$ cat config.mk
export PLATFORM = sky130hd
export DESIGN_NAME = tcdm_rob_port
export DESIGN_NICKNAME = d
export VERILOG_FILES = /design/src/rtl/tcdm_rob_port.sv
export SDC_FILE = /design/constraint.sdc
export NUM_CORES = 1
export LEC_CHECK = 0
export CAP_MARGIN = 20
export CORE_UTILIZATION = 54
export CTS_BUF_LIST = sky130_fd_sc_hd__clkbuf_8
export DETAILED_ROUTE_END_ITERATION = 7
export HOLD_SLACK_MARGIN = 0.08
export PLACE_DENSITY_LB_ADDON = 0.12
export SYNTH_ARGS = -nofsm -noshare
export SYNTH_HDL_FRONTEND = slang
export SYNTH_SLANG_ARGS = --single-unit
$ cat constraint.sdc
create_clock -name clk_i -period 3.4 [get_ports clk_i]
set_input_delay 0.68 -clock clk_i [delete_from_list [all_inputs] [get_ports clk_i]]
set_output_delay 0.68 -clock clk_i [all_outputs]
set_load 0.02 [all_outputs]
$ cat src/rtl/tcdm_rob_port.sv
// Reorder-buffer port between one core LSU and one initiator port of the
// variable-latency TCDM interconnect. Requests are tagged with a slot index;
// out-of-order network responses are parked in their slot and retired to the
// core strictly in issue order.
module tcdm_rob_port #(
  parameter int unsigned AddrWidth      = 32,
  parameter int unsigned DataWidth      = 32,
  parameter int unsigned BeWidth        = DataWidth / 8,
  parameter int unsigned NumOutstanding = 8,
  localparam int unsigned TagWidth      = $clog2(NumOutstanding)
) (
  input  logic                 clk_i,
  input  logic                 rst_ni,
  // Core side
  input  logic                 req_i,
  output logic                 gnt_o,
  input  logic [AddrWidth-1:0] add_i,
  input  logic                 wen_i,
  input  logic [DataWidth-1:0] wdata_i,
  input  logic [BeWidth-1:0]   be_i,
  output logic                 vld_o,
  input  logic                 rdy_i,
  output logic [DataWidth-1:0] rdata_o,
  // Network side
  output logic                 req_o,
  input  logic                 gnt_i,
  output logic [AddrWidth-1:0] add_o,
  output logic                 wen_o,
  output logic [DataWidth-1:0] wdata_o,
  output logic [BeWidth-1:0]   be_o,
  output logic [TagWidth-1:0]  tag_o,
  input  logic                 vld_i,
  output logic                 rdy_o,
  input  logic [TagWidth-1:0]  tag_i,
  input  logic [DataWidth-1:0] rdata_i,
  // Status
  output logic [TagWidth:0]    outstanding_o
);

  localparam logic [TagWidth:0] FullCount = (TagWidth + 1)'(NumOutstanding);
  localparam logic [TagWidth:0] PtrOne    = (TagWidth + 1)'(1);

  // Pointers carry one extra MSB so full and empty are distinguishable.
  logic [TagWidth:0]          wr_ptr_q, wr_ptr_d;
  logic [TagWidth:0]          rd_ptr_q, rd_ptr_d;
  logic [NumOutstanding-1:0]  done_q, done_d;
  logic [DataWidth-1:0]       data_q [NumOutstanding];

  logic [TagWidth-1:0] rd_slot;
  logic                full, empty;
  logic                alloc, retire;

  assign outstanding_o = wr_ptr_q - rd_ptr_q;
  assign full          = (outstanding_o == FullCount);
  assign empty         = (outstanding_o == '0);
  assign rd_slot       = rd_ptr_q[TagWidth-1:0];

  // Request path: pure pass-through gated only by the registered full flag,
  // so there is no combinational path from rdy_i to gnt_o.
  assign req_o   = req_i & ~full;
  assign gnt_o   = gnt_i & ~full;
  assign add_o   = add_i;
  assign wen_o   = wen_i;
  assign wdata_o = wdata_i;
  assign be_o    = be_i;
  assign tag_o   = wr_ptr_q[TagWidth-1:0];

  // A slot is reserved at issue, so a response can always be accepted.
  assign rdy_o   = 1'b1;

  // Retire side is driven from registers only (no vld_i bypass).
  assign vld_o   = ~empty & done_q[rd_slot];
  assign rdata_o = data_q[rd_slot];

  assign alloc   = req_o & gnt_i;
  assign retire  = vld_o & rdy_i;

  // Next-state for pointers and done bits; the three updates hit distinct
  // slots in any legal cycle, so their order only matters for illegal input.
  always_comb begin
    wr_ptr_d = wr_ptr_q;
    rd_ptr_d = rd_ptr_q;
    done_d   = done_q;
    if (retire) begin
      done_d[rd_slot] = 1'b0;
      rd_ptr_d        = rd_ptr_q + PtrOne;
    end
    if (vld_i) begin
      done_d[tag_i] = 1'b1;
    end
    if (alloc) begin
      done_d[tag_o] = 1'b0;
      wr_ptr_d      = wr_ptr_q + PtrOne;
    end
  end

  // Control state register.
  always_ff @(posedge clk_i or negedge rst_ni) begin
    if (!rst_ni) begin
      wr_ptr_q <= '0;
      rd_ptr_q <= '0;
      done_q   <= '0;
    end else begin
      wr_ptr_q <= wr_ptr_d;
      rd_ptr_q <= rd_ptr_d;
      done_q   <= done_d;
    end
  end

  // Response data capture; contents are qualified by done_q, so no reset.
  always_ff @(posedge clk_i) begin
    if (vld_i) begin
      data_q[tag_i] <= rdata_i;
    end
  end

  // Protocol checks on the network response channel.
  logic [TagWidth-1:0] resp_offset;
  assign resp_offset = tag_i - rd_slot;

  a_resp_not_empty : assert property (@(posedge clk_i) disable iff (!rst_ni)
    vld_i |-> !empty);
  a_resp_allocated : assert property (@(posedge clk_i) disable iff (!rst_ni)
    vld_i |-> ({1'b0, resp_offset} < outstanding_o));
  a_resp_not_done  : assert property (@(posedge clk_i) disable iff (!rst_ni)
    vld_i |-> !done_q[tag_i]);

endmodule

Yosys cells after proc, flatten, opt, wreduce, memory -nomap -nowiden
Memories as Yosys holds them, arrays and structs flattened.
Index checks and enable logic that the tools add are counted.

operators by class
  add/subtract/negate cells = 3
  order comparisons = 6
  eq/ne operators = 1
  mux-type cells = 13
  bitwise gates (word level) = 12
  reductions and logical operators = 4

operators by type and width
  cell                   number
  $mux W8                3
  $and A8 B8 Y8          2
  $not A8 Y8             2
  $lt A3 B4 Y1 const B   3
  $demux W1 S3           3
  $ge A3 B1 Y1 const B   3
  $add A4 B1 Y4 const B  2
  $or A8 B8 Y8           1
  $mux W1                6
  $and A1 B1 Y1          5
  $eq A4 B4 Y1 const B   1
  $logic_not A4 Y1       1
  $sub A4 B4 Y4          1
  $bmux W1 S3            1
  $logic_and A1 B1 Y1    3
  $not A1 Y1             2

word-level totals
  flip-flop bits (word level) = 16
  memory bits (writable) = 256
  bits of input ports = 110
  word-level logic and storage cells = 43
  memories = 1

memory list
  memory  words  bits a word  rd ports  clocked after memory_dff  write ports  RTL line  text
  data_q  8      32           1         0                         1            47        logic [DataWidth-1:0] data_q [NumOutstanding];

Longest topological paths before layout
  depth after elaboration = 11
  mapped depth = 11

Least setup slack after synthesis
No wires, ideal clock.

  kind = input port to flip-flop
  start point = in tag_i[1]
  end point = mem data_q[0][0], enable pin
  setup time = 0.464 ns
  arrival = 3.078 ns
  data required time = 2.936 ns
  path slack = -0.142 ns
  cell stages on the path = 2
  buffers on the path = 0
  cells stage by stage = nand2b_1 -> nor3_1

RTL lines
  element      RTL line  text
  from (decl)  34        input logic [TagWidth-1:0] tag_i,
  to (decl)    47

Straight into the memory's write port.

Final worst setup path
  start point = reg rd_ptr_q[0]
  end point = out rdata_o[4]

between the ends
  word-level cells in the longest chain between the ends = 1

ends and longest elaborated chain
  element                 RTL line  text
  from (decl)             45        logic [TagWidth:0] rd_ptr_q, rd_ptr_d;
  from (signal assigned)  105       rd_ptr_q <= rd_ptr_d;
  $mem_v2 Z8 W32          n/a
  to (decl)               23        output logic [DataWidth-1:0] rdata_o,

No other way between the ends.

==> results.yml <==
global_route:
  use_met3_pct: 5.719
  grt_pass1_wl_mm: 40.15
  busiest_layer: "met2"
  antenna_found_initial: 0
  grt_max_degree: 54
  grt_pass1_vias: 6698
  use_met2_pct: 41.67
  grt_use_met1_pct: 32.41
  grt_overflow: 0
  grt.total_usage_pct: 25.64
sta:
  min_period_over_period_pct: 97.86
  max_freq_ghz: 0.3006
  setup_viol: 0
  fin_skew_ns: 0.007476
  final_max_slew_viol_count: 0
  period_minus_slack_ns: 3.327
  whs_ns: 0.5031
  hold_viol: 0
  relSlewSlack_pct: 44.82
  worst_pin_slew_ns: 0.8250
clock_network:
  cts_hold_buf: 0
  htreeDepth: 2
  root_buffer: "clkbuf_8"
  clk_latency_ns: 0.55
  clock_sinks: 272
  cts_buffers: 44
  cts_buffer_depth: 3
  clkTransAtPathRegs_ns: 0.06
  cts_tree: "built"
route:
  remaining_drc_errors: 0
  drt.antenna.violating_nets: 0
  first_iter_violations: 513
  avgRoutedWirePerCell_um: 25.46
  totalWireLength_mm: 27.09
  num_vias: 6453
  drtPass1Iterations: 5
  via_per_inst: 6.065
placement:
  dp_hpwl_mm: 15.59
  port_buffers: 82
  post-place-cells: 980
  place_area_mm2: 0.01213
  gp_congestion: 0.8712
logic_synthesis:
  synthCells: 694
  ys_seq_area_share_pct: 71.81
  synth_cell_types: 53
  ys_top_cells_by_count: "edfxtp_1, buf_4, a221oi_1, nor2_1, mux2_2"
  ys_warn_count: 0
  yosysTopAreaCell: "edfxtp_1"
  synthTopCellsByArea: "edfxtp_1, buf_4, a221oi_1, dfrtp_1, mux2_2"
  synth_ff_type: "edfxtp_1"
  netlist.area_leader.share_pct: 68.26
  synth_most_common_cell: "edfxtp_1"
  avgSynthCellArea_um2: 16.23
  ys_ff_latch: 272
  synthesis.area_mm2: 0.01126
  synthesis.nets: 810
  async_flop_share_pct: 5.882
  synth_edf_count: 256
floorplan:
  die_y_um: 146.4
  fp.dieW_um: 146.4
  core_mm2: 0.02036
  die_area_mm2: 0.02144
  io_pins: 222
  start_util_pct: 55.30
  rows: 52
power_and_ir_drop:
  power_density_mw_per_mm2: 874.8
  leakagePower_nw: 4.594
  power_w: 0.01147
  peakVddDrop_mv: 0.3840
final_layout:
  finalNonFillerCells: 1064
  finalInstanceArea_mm2: 0.01311
  area_growth_pct: 16.44
  post-route-util_pct: 64.40
  drive_gt1_share_pct: 22.67
  antenna_cells: 0
  fin_nets: 882
  num-fill-cells: 1456
setup_path:
  critPathMaxFanout: 27
  cp-start-kind: "flop"
  cp.required_ns: 2.72
  critical_path_class: "flop to output port"
  critPathArrivalTime_ns: 2.65
  end_kind: "output port"
hold_path:
  hold_class: "flop to flop"
job:
  max-cap-violations: 0
run_status:
  outcome: "completed"
[timing repair]
item,in CTS,in global routing
gates resized for setup,37,15
cloned,1,1
pin swaps,1,0
hold endpoints to repair,0,0
setup buffers,5,3
endpoints found under the setup margin,34,16
[cell type report]
class                           count  area (um^2)  area share (%)
Tap cell                          270        337.8           2.576
Sequential cell                   272         8092           61.70
Multi-Input combinational cell    303         2500           19.06
Clock inverter                     26        135.1           1.030
Timing Repair Buffer              134         1344           10.25
Inverter                           11        45.04          0.3435
Clock buffer                       48        660.6           5.038
[path summary, 6_finish.rpt]
kind	from	to	slack, ns	depth (start not counted)
max	rd_ptr_q[0]	rdata_o[4]	0.07	6
min	rd_ptr_q[3]	rd_ptr_q[3]	0.50	1
max reg2reg	wr_ptr_q[0]	rd_ptr_q[2]	0.81	10
min reg2reg	rd_ptr_q[3]	rd_ptr_q[3]	0.50	1
max in group asynchronous	rst_ni	rd_ptr_q[2]	2.22	1
min in group asynchronous	rst_ni	wr_ptr_q[0]	0.60	1
[cell usage in the layout, fill, tap and decap left out, types with 21 or more instances in the layout]
master and n:
edfxtp_1 256, clkdlybuf4s50_1 57, a221oi_1 50, clkbuf_8 48
buf_4 40, mux2_2 28, nor2_1 26, nand2_1 22
o21ai_0 22, inv_1 21
[critical path, cell delays in order (launching register included)]
cell             delay (ns)
dfrtp_2                0.46
buf_12                 0.20
nor2b_1                0.20
buf_4                  0.27
a221oi_1               0.12
o21ai_0                0.19
clkdlybuf4s50_1        0.64
[registers in the layout (all words and copies together), names as in the netlist]
register	count
wr_ptr_q	4
rd_ptr_q	4
data_q	256
done_q	8
[metrics by stage]
| stage | setup slack [ns] | TNS (ns) |
|---|---|---|
| 3_3_place_gp | 0.2655 | 0 |
| 5_1_grt | -0.002791 | -0.002791 |
| 2_1_floorplan | 0.09526 | 0 |
| 4_1_cts | 0.008005 | 0 |
| 6_report | 0.07291 | 0 |
| 3_5_place_dp | 0.2054 | 0 |
[where the power goes]
| part | switching [W] | internal, W | leakage (nW) | total (W) |
|---|---|---|---|---|
| Sequential | 0.000136 | 0.00388 | 2.51 | 0.00401 |
| Clock | 0.00120 | 0.00136 | 0.462 | 0.00256 |
| Combinational | 0.00277 | 0.00213 | 1.62 | 0.00490 |
[metal layers]
layer / part of all wire [%] / vias up
met2: 49 / 330
met3: 8.2 / 93
met5: 0 / -
met4: 4.1 / 0
li1: - / 2812
met1: 39 / 3218
[cell families (layout without fill, tap and decap cells)]
kind of cell / Yosys count / after routing / share of synthesized area, %
AOI/OAI and AO/OA: 138 / 138 / 9.555
DFF: 272 / 272 / 71.81
muxes: 54 / 54 / 6.044
buffers and inverters: 119 / 219 / 6.799
and+or+nand+nor: 96 / 96 / 4.333
other: 1 / 1 / 0.03330
adders and majority gates: 6 / 6 / 0.7333
xor gates and xnor gates: 8 / 8 / 0.6889
No activity file was read; power rests on OpenSTA's default activity.
